<file path="src/rtl/mem_arbiter_pkg.sv">
// Shared constants and helpers for the two-port memory arbiter.
// Port 0 is instruction fetch, port 1 is load/store.
package mem_arbiter_pkg;

    localparam int unsigned NUM_PORTS = 2;
    localparam int unsigned PORT_IF   = 0;
    localparam int unsigned PORT_LS   = 1;

    localparam int unsigned DEF_AW = 8;
    localparam int unsigned DEF_DW = 32;

    typedef logic [NUM_PORTS-1:0] port_mask_t;

    // One-hot mask selecting a single port by its index.
    function automatic port_mask_t port_onehot(input logic idx);
        return idx ? port_mask_t'(2'b10) : port_mask_t'(2'b01);
    endfunction

endpackage

</file>
<file path="src/rtl/mem_arbiter_if.sv">
// Request/response channels of both ports plus the single-port memory bus.
// slave = arbiter side, master = requesters and memory side.
interface mem_arbiter_if #(
    parameter int AW = 8,
    parameter int DW = 32
) ();
    logic [1:0]      req_valid;
    logic [1:0]      req_ready;
    logic [1:0]      req_we;
    logic [2*AW-1:0] req_addr;
    logic [2*DW-1:0] req_wdata;

    logic [1:0]      rsp_valid;
    logic [1:0]      rsp_ready;
    logic [2*DW-1:0] rsp_rdata;

    logic            mem_we;
    logic [AW-1:0]   mem_addr;
    logic [DW-1:0]   mem_wdata;
    logic [DW-1:0]   mem_rdata;

    modport slave (
        input  req_valid, req_we, req_addr, req_wdata, rsp_ready, mem_rdata,
        output req_ready, rsp_valid, rsp_rdata, mem_we, mem_addr, mem_wdata
    );

    modport master (
        output req_valid, req_we, req_addr, req_wdata, rsp_ready, mem_rdata,
        input  req_ready, rsp_valid, rsp_rdata, mem_we, mem_addr, mem_wdata
    );
endinterface

</file>
<file path="src/rtl/mem_arbiter_rr_arb2.sv">
// Two-way round-robin grant with its last-grant register.
// Ties go to the port that was not granted most recently.
module rr_arb2
    import mem_arbiter_pkg::*;
(
    input  logic       clk,
    input  logic       rst,
    input  port_mask_t i_elig,
    output port_mask_t o_grant
);
    logic       r_last_grant;
    port_mask_t w_grant;

    always_comb begin
        w_grant = '0;
        if (!rst) begin
            case (i_elig)
                2'b01:   w_grant = 2'b01;
                2'b10:   w_grant = 2'b10;
                2'b11:   w_grant = port_onehot(~r_last_grant);
                default: w_grant = '0;
            endcase
        end
    end

    // Reset value 1 makes port 0 win the first tie.
    always_ff @(posedge clk) begin
        if (rst) begin
            r_last_grant <= 1'b1;
        end else if (|w_grant) begin
            r_last_grant <= w_grant[PORT_LS];
        end
    end

    assign o_grant = w_grant;

endmodule

</file>
<file path="src/rtl/mem_arbiter.sv">
// Shares one single-port word memory between fetch and load/store ports.
// The granted request drives the memory combinationally; the response registers on the next edge.
module mem_arbiter
    import mem_arbiter_pkg::*;
#(
    parameter int AW = DEF_AW,
    parameter int DW = DEF_DW
) (
    input logic          clk,
    input logic          rst,
    mem_arbiter_if.slave bus
);
    logic [AW-1:0]   w_addr      [NUM_PORTS];
    logic [DW-1:0]   w_wdata     [NUM_PORTS];
    port_mask_t      w_elig;
    port_mask_t      w_grant;
    logic            w_any_grant;
    logic            w_sel;

    logic            r_rsp_valid [NUM_PORTS];
    logic [DW-1:0]   r_rsp_rdata [NUM_PORTS];
    logic [1:0]      w_rsp_valid;
    logic [2*DW-1:0] w_rsp_rdata;

    // A port holding an undrained response may not issue; draining frees it the same cycle.
    for (genvar gi = 0; gi < NUM_PORTS; gi++) begin : g_port
        assign w_addr[gi]  = bus.req_addr[gi*AW +: AW];
        assign w_wdata[gi] = bus.req_wdata[gi*DW +: DW];
        assign w_elig[gi]  = bus.req_valid[gi] && (!r_rsp_valid[gi] || bus.rsp_ready[gi]);
    end

    rr_arb2 u_rr_arb2 (
        .clk     (clk),
        .rst     (rst),
        .i_elig  (w_elig),
        .o_grant (w_grant)
    );

    assign w_any_grant = |w_grant;
    assign w_sel       = w_grant[PORT_LS];

    assign bus.req_ready = w_grant;
    assign bus.mem_we    = w_any_grant && bus.req_we[w_sel];
    assign bus.mem_addr  = w_any_grant ? w_addr[w_sel]  : '0;
    assign bus.mem_wdata = w_any_grant ? w_wdata[w_sel] : '0;

    // Memory writes on the falling edge and reads combinationally, so mem_rdata is final here.
    always_ff @(posedge clk) begin
        for (int i = 0; i < NUM_PORTS; i++) begin
            if (rst) begin
                r_rsp_valid[i] <= 1'b0;
                r_rsp_rdata[i] <= '0;
            end else if (w_grant[i]) begin
                r_rsp_valid[i] <= 1'b1;
                r_rsp_rdata[i] <= bus.req_we[i] ? '0 : bus.mem_rdata;
            end else if (bus.rsp_ready[i]) begin
                r_rsp_valid[i] <= 1'b0;
            end
        end
    end

    always_comb begin
        w_rsp_valid = '0;
        w_rsp_rdata = '0;
        for (int i = 0; i < NUM_PORTS; i++) begin
            w_rsp_valid[i]           = r_rsp_valid[i];
            w_rsp_rdata[i*DW +: DW] = r_rsp_rdata[i];
        end
    end

    assign bus.rsp_valid = w_rsp_valid;
    assign bus.rsp_rdata = w_rsp_rdata;

endmodule

</file>
<file path="src/flat_wrapper.sv">
// flat-port wrapper written by rule: the top's interface ports become plain ports
module mem_arbiter_flat import mem_arbiter_pkg::*;
#(
    parameter int AW = DEF_AW,
    parameter int DW = DEF_DW
)
  (clk, rst, bus_req_valid, bus_req_we, bus_req_addr, bus_req_wdata, bus_rsp_ready, bus_mem_rdata, bus_req_ready, bus_rsp_valid, bus_rsp_rdata, bus_mem_we, bus_mem_addr, bus_mem_wdata);
  mem_arbiter_if #(.AW(AW), .DW(DW)) bus_i ();
  input logic clk;
  input logic rst;
  input wire logic [$bits(bus_i.req_valid)-1:0] bus_req_valid;
  input wire logic [$bits(bus_i.req_we)-1:0] bus_req_we;
  input wire logic [$bits(bus_i.req_addr)-1:0] bus_req_addr;
  input wire logic [$bits(bus_i.req_wdata)-1:0] bus_req_wdata;
  input wire logic [$bits(bus_i.rsp_ready)-1:0] bus_rsp_ready;
  input wire logic [$bits(bus_i.mem_rdata)-1:0] bus_mem_rdata;
  output wire logic [$bits(bus_i.req_ready)-1:0] bus_req_ready;
  output wire logic [$bits(bus_i.rsp_valid)-1:0] bus_rsp_valid;
  output wire logic [$bits(bus_i.rsp_rdata)-1:0] bus_rsp_rdata;
  output wire logic [$bits(bus_i.mem_we)-1:0] bus_mem_we;
  output wire logic [$bits(bus_i.mem_addr)-1:0] bus_mem_addr;
  output wire logic [$bits(bus_i.mem_wdata)-1:0] bus_mem_wdata;
  assign bus_i.req_valid = bus_req_valid;
  assign bus_i.req_we = bus_req_we;
  assign bus_i.req_addr = bus_req_addr;
  assign bus_i.req_wdata = bus_req_wdata;
  assign bus_i.rsp_ready = bus_rsp_ready;
  assign bus_i.mem_rdata = bus_mem_rdata;
  assign bus_req_ready = bus_i.req_ready;
  assign bus_rsp_valid = bus_i.rsp_valid;
  assign bus_rsp_rdata = bus_i.rsp_rdata;
  assign bus_mem_we = bus_i.mem_we;
  assign bus_mem_addr = bus_i.mem_addr;
  assign bus_mem_wdata = bus_i.mem_wdata;
  mem_arbiter #(.AW(AW), .DW(DW)) u_core (.clk(clk), .rst(rst), .bus(bus_i));
endmodule
</file>
<file path="config.mk">
export PLATFORM = sky130hd
export DESIGN_NAME = mem_arbiter_flat
export DESIGN_NICKNAME = d
export VERILOG_FILES = /design/src/rtl/mem_arbiter_pkg.sv /design/src/rtl/mem_arbiter_if.sv /design/src/rtl/mem_arbiter_rr_arb2.sv /design/src/rtl/mem_arbiter.sv /design/src/flat_wrapper.sv
export SDC_FILE = /design/constraint.sdc
export NUM_CORES = 1
export LEC_CHECK = 0
export ABC_AREA = 1
export BUFFER_PORTS_ARGS = -buffer_cell sky130_fd_sc_hd__buf_4
export CAP_MARGIN = 30
export CORE_MARGIN = 8
export CORE_UTILIZATION = 25
export DETAILED_ROUTE_END_ITERATION = 16
export GPL_TIMING_DRIVEN = 1
export PLACE_DENSITY = 0.55
export SLEW_MARGIN = 20
export SYNTH_ARGS = -nofsm -noshare
export SYNTH_HDL_FRONTEND = slang
export SYNTH_SLANG_ARGS = --single-unit
</file>
<file path="constraint.sdc">
create_clock -name clk -period 2.4 [get_ports clk]
set_input_delay 0.12 -clock clk [delete_from_list [all_inputs] [get_ports clk]]
set_output_delay 0.12 -clock clk [all_outputs]
set_load 0.01 [all_outputs]
</file>
==> impl_metrics.yaml <==
layout:
  area_delta_synth_final_pct: 62.5
  nFillCells: 1330
  finalNetCount: 760
  layout-drive-gt1-share_pct: 41.6
  multi_input_area_um2: 992
  mostFrequentLayoutCell: "buf_4"
  diodes: 0
  final_cell_mix: "buf_4, nor2_1, nand2_1"
  final_cells: 821
  ff_latch_area_um2: 2000
drt:
  drtAntennaViolNets: 0
  firstDrtPassIters: 4
  vias_per_cell: 4.03
  dr_total_vias: 3310
  wl_per_cell_um: 14.3
  first_iter_violations: 134
  remaining_drc_errors: 0
  routed_wl_um: 11800
placed_design:
  gp_congestion: 0.735
  dp.final_hpwl_um: 9400
  port_buffers: 228
  place_inst: 805
  place_ws_ns: 0.673
critical_path:
  crit_family: "simple AND/OR/NAND/NOR gates"
  crit_path_cell_trace: "nand2_1 -> nand3_1 -> nand3_2 -> buf_4 -> nand2_1 -> nand2_1 -> nor2_1 -> buf_4"
  path_max_fanout: 55
  cp_num_cells: 8
  crit_arrival_ns: 1.94
  rr_worst_depth: 7
  critPathBufInv: 2
  start_kind: "register"
  cp_common_cell: "nand2_1"
  crit_path_end_kind: "output port"
  required_ns: 2.28
  critPathSlowestCell: "edfxtp_1"
  crit_type: "register to output port"
  worst_path_largest_cell_delay_ns: 0.43
clock_tree:
  cts_sinks: 67
  cts_max_level: 3
  cts_root_buffer: "clkbuf_16"
  post-cts-setup-buffers: 0
  worstSkewPairLatency_ns: 0.32
  cts_tree: "yes"
  cts_resized: 0
  cts_buffers: 9
  cts_hold_buf: 0
  clk_pin_slew_ns: 0.06
  cts_buffer_depth: 2
timing:
  max_slew.worst_pin.slew_ns: 0.606
  fin_ws_ns: 0.336
  clock_skew_ns: 0.00611
  drv_slew: 0
  period_minus_slack_ns: 2.06
  fin_tns_setup_ns: 0
  final_hold_viol_count: 0
  min_period_over_period_pct: 86.0
  finalSetupViolCount: 0
  rsz0062_at_grt: "false"
  slew_headroom_pct: 59.5
  timing.fmax_mhz: 484
  hold_slack_ns: 0.101
pwr:
  p_per_area_nw_per_um2: 607
  ir_worst_vdd_mv: 0.255
  p_total_w: 0.00338
  p_leak_nw: 3.08
worst_hold_path:
  min_path_cells: 3
  hp-class: "input port to register"
die:
  start_util_pct: 25.8
  row_count: 42
  ios: 229
  die_h_um: 133
  fp.dieW_um: 133
  die_area_um2: 17700
  core_um2: 13300
outcome:
  status: "completed"
global_route:
  grt_usage_pct: 13.3
  antenna_found_initial: 0
  grt_overflow: 0
  grt_pass1_vias: 3681
  grt_max_degree: 56
  grt_pass1_wl_um: 18900
synthesis:
  yosysSeqAreaShare_pct: 58.4
  yosysWarnings: 0
  syn_nets: 536
  synthTopCellsByArea: "edfxtp_1, nor2_1, nand2_1"
  netlist_area_um2: 3430
  synth_seq_cells: 67
  synth_cells: 416
  ys_types: 17
  synth_area_leader_cell: "edfxtp_1"
  syn_avg_cell_area_um2: 8.24
  synth_top_area_share_pct: 57.8
flow_run:
  maxCapViolCount: 0
[layer usage]
| layer | vias up | global-route usage (%) | share of wire, % |
|---|---|---|---|
| li1 | 1677 | - | - |
| met1 | 1435 | 13.6 | 39 |
| met2 | 187 | 22.4 | 45 |
| met3 | 11 | 8.57 | 16 |
| met4 | 0 | 3.12 | 1.1 |
| met5 | - | 0 | 0 |
[Yosys cell counts, drive strengths merged]
library cell and number:
nand2 88, inv 82, a21boi 1, a21oi 4
buf 21, nor2 147, nand3 4, o21ai 1
nand4 1, edfxtp 66, dfxtp 1
[final timing paths]
kind                                                            startpoint                                         end  slack, ns
worst min register to register  u_core.u_rr_arb2.r_last_grant$_SDFFE_PP1P_  u_core.u_rr_arb2.r_last_grant$_SDFFE_PP1P_       0.50
worst max register to register         u_core.r_rsp_valid[1]$_SDFFCE_PN0P_     u_core.r_rsp_rdata[0][31]$_SDFFCE_PP0P_       0.74
worst min-delay path                                                   rst  u_core.u_rr_arb2.r_last_grant$_SDFFE_PP1P_       0.10
worst max-delay path                   u_core.r_rsp_valid[0]$_SDFFCE_PP0P_                             bus_mem_addr[5]       0.34
[worst reg2reg max path, cell delays in order, from the launching register on]
cell and delay (ns):
edfxtp_1 0.42, nand2_1 0.12, nand3_1 0.09, nand2_1 0.14, nor2_2 0.06, nand2_2 0.11, buf_4 0.35, nor2_1 0.10
[stage by stage]
step	instance area [um2]	util (%)
after CTS	5570	41.9
after detailed placement	5280	39.7
after global placement	5280	39.7
after floorplan	3430	-
after global routing	5570	41.9
final	5570	41.9
[cell type report]
type	instances	area share [%]
Multi-Input combinational cell	246	17.8
Sequential cell	67	35.9
Tap cell	176	3.95
Timing Repair Buffer	234	31.5
Clock buffer	9	4.04
Inverter	82	5.52
Clock inverter	7	1.21
[state kept, by name, indices dropped and copies added, names as in the netlist]
register and count:
u_core.r_rsp_rdata 64, u_core.r_rsp_valid 2, u_core.u_rr_arb2.r_last_grant 1
[power breakdown]
group,switching [W],internal [W]
logic,0.000345,0.000348
clock network,0.000471,0.000799
registers,0.0000314,0.00139
[cell families (layout without fill, tap and decap cells)]
kind of cell           Yosys count  in the layout  share of synthesized area (%)
flip-flops                      67             67                           58.4
AND/OR/NAND/NOR                240            240                           27.3
buffers and inverters          103            332                           13.1
AO/OA/AOI/OAI                    6              6                           1.17
Note: power is estimated with default switching activity, not from simulation.
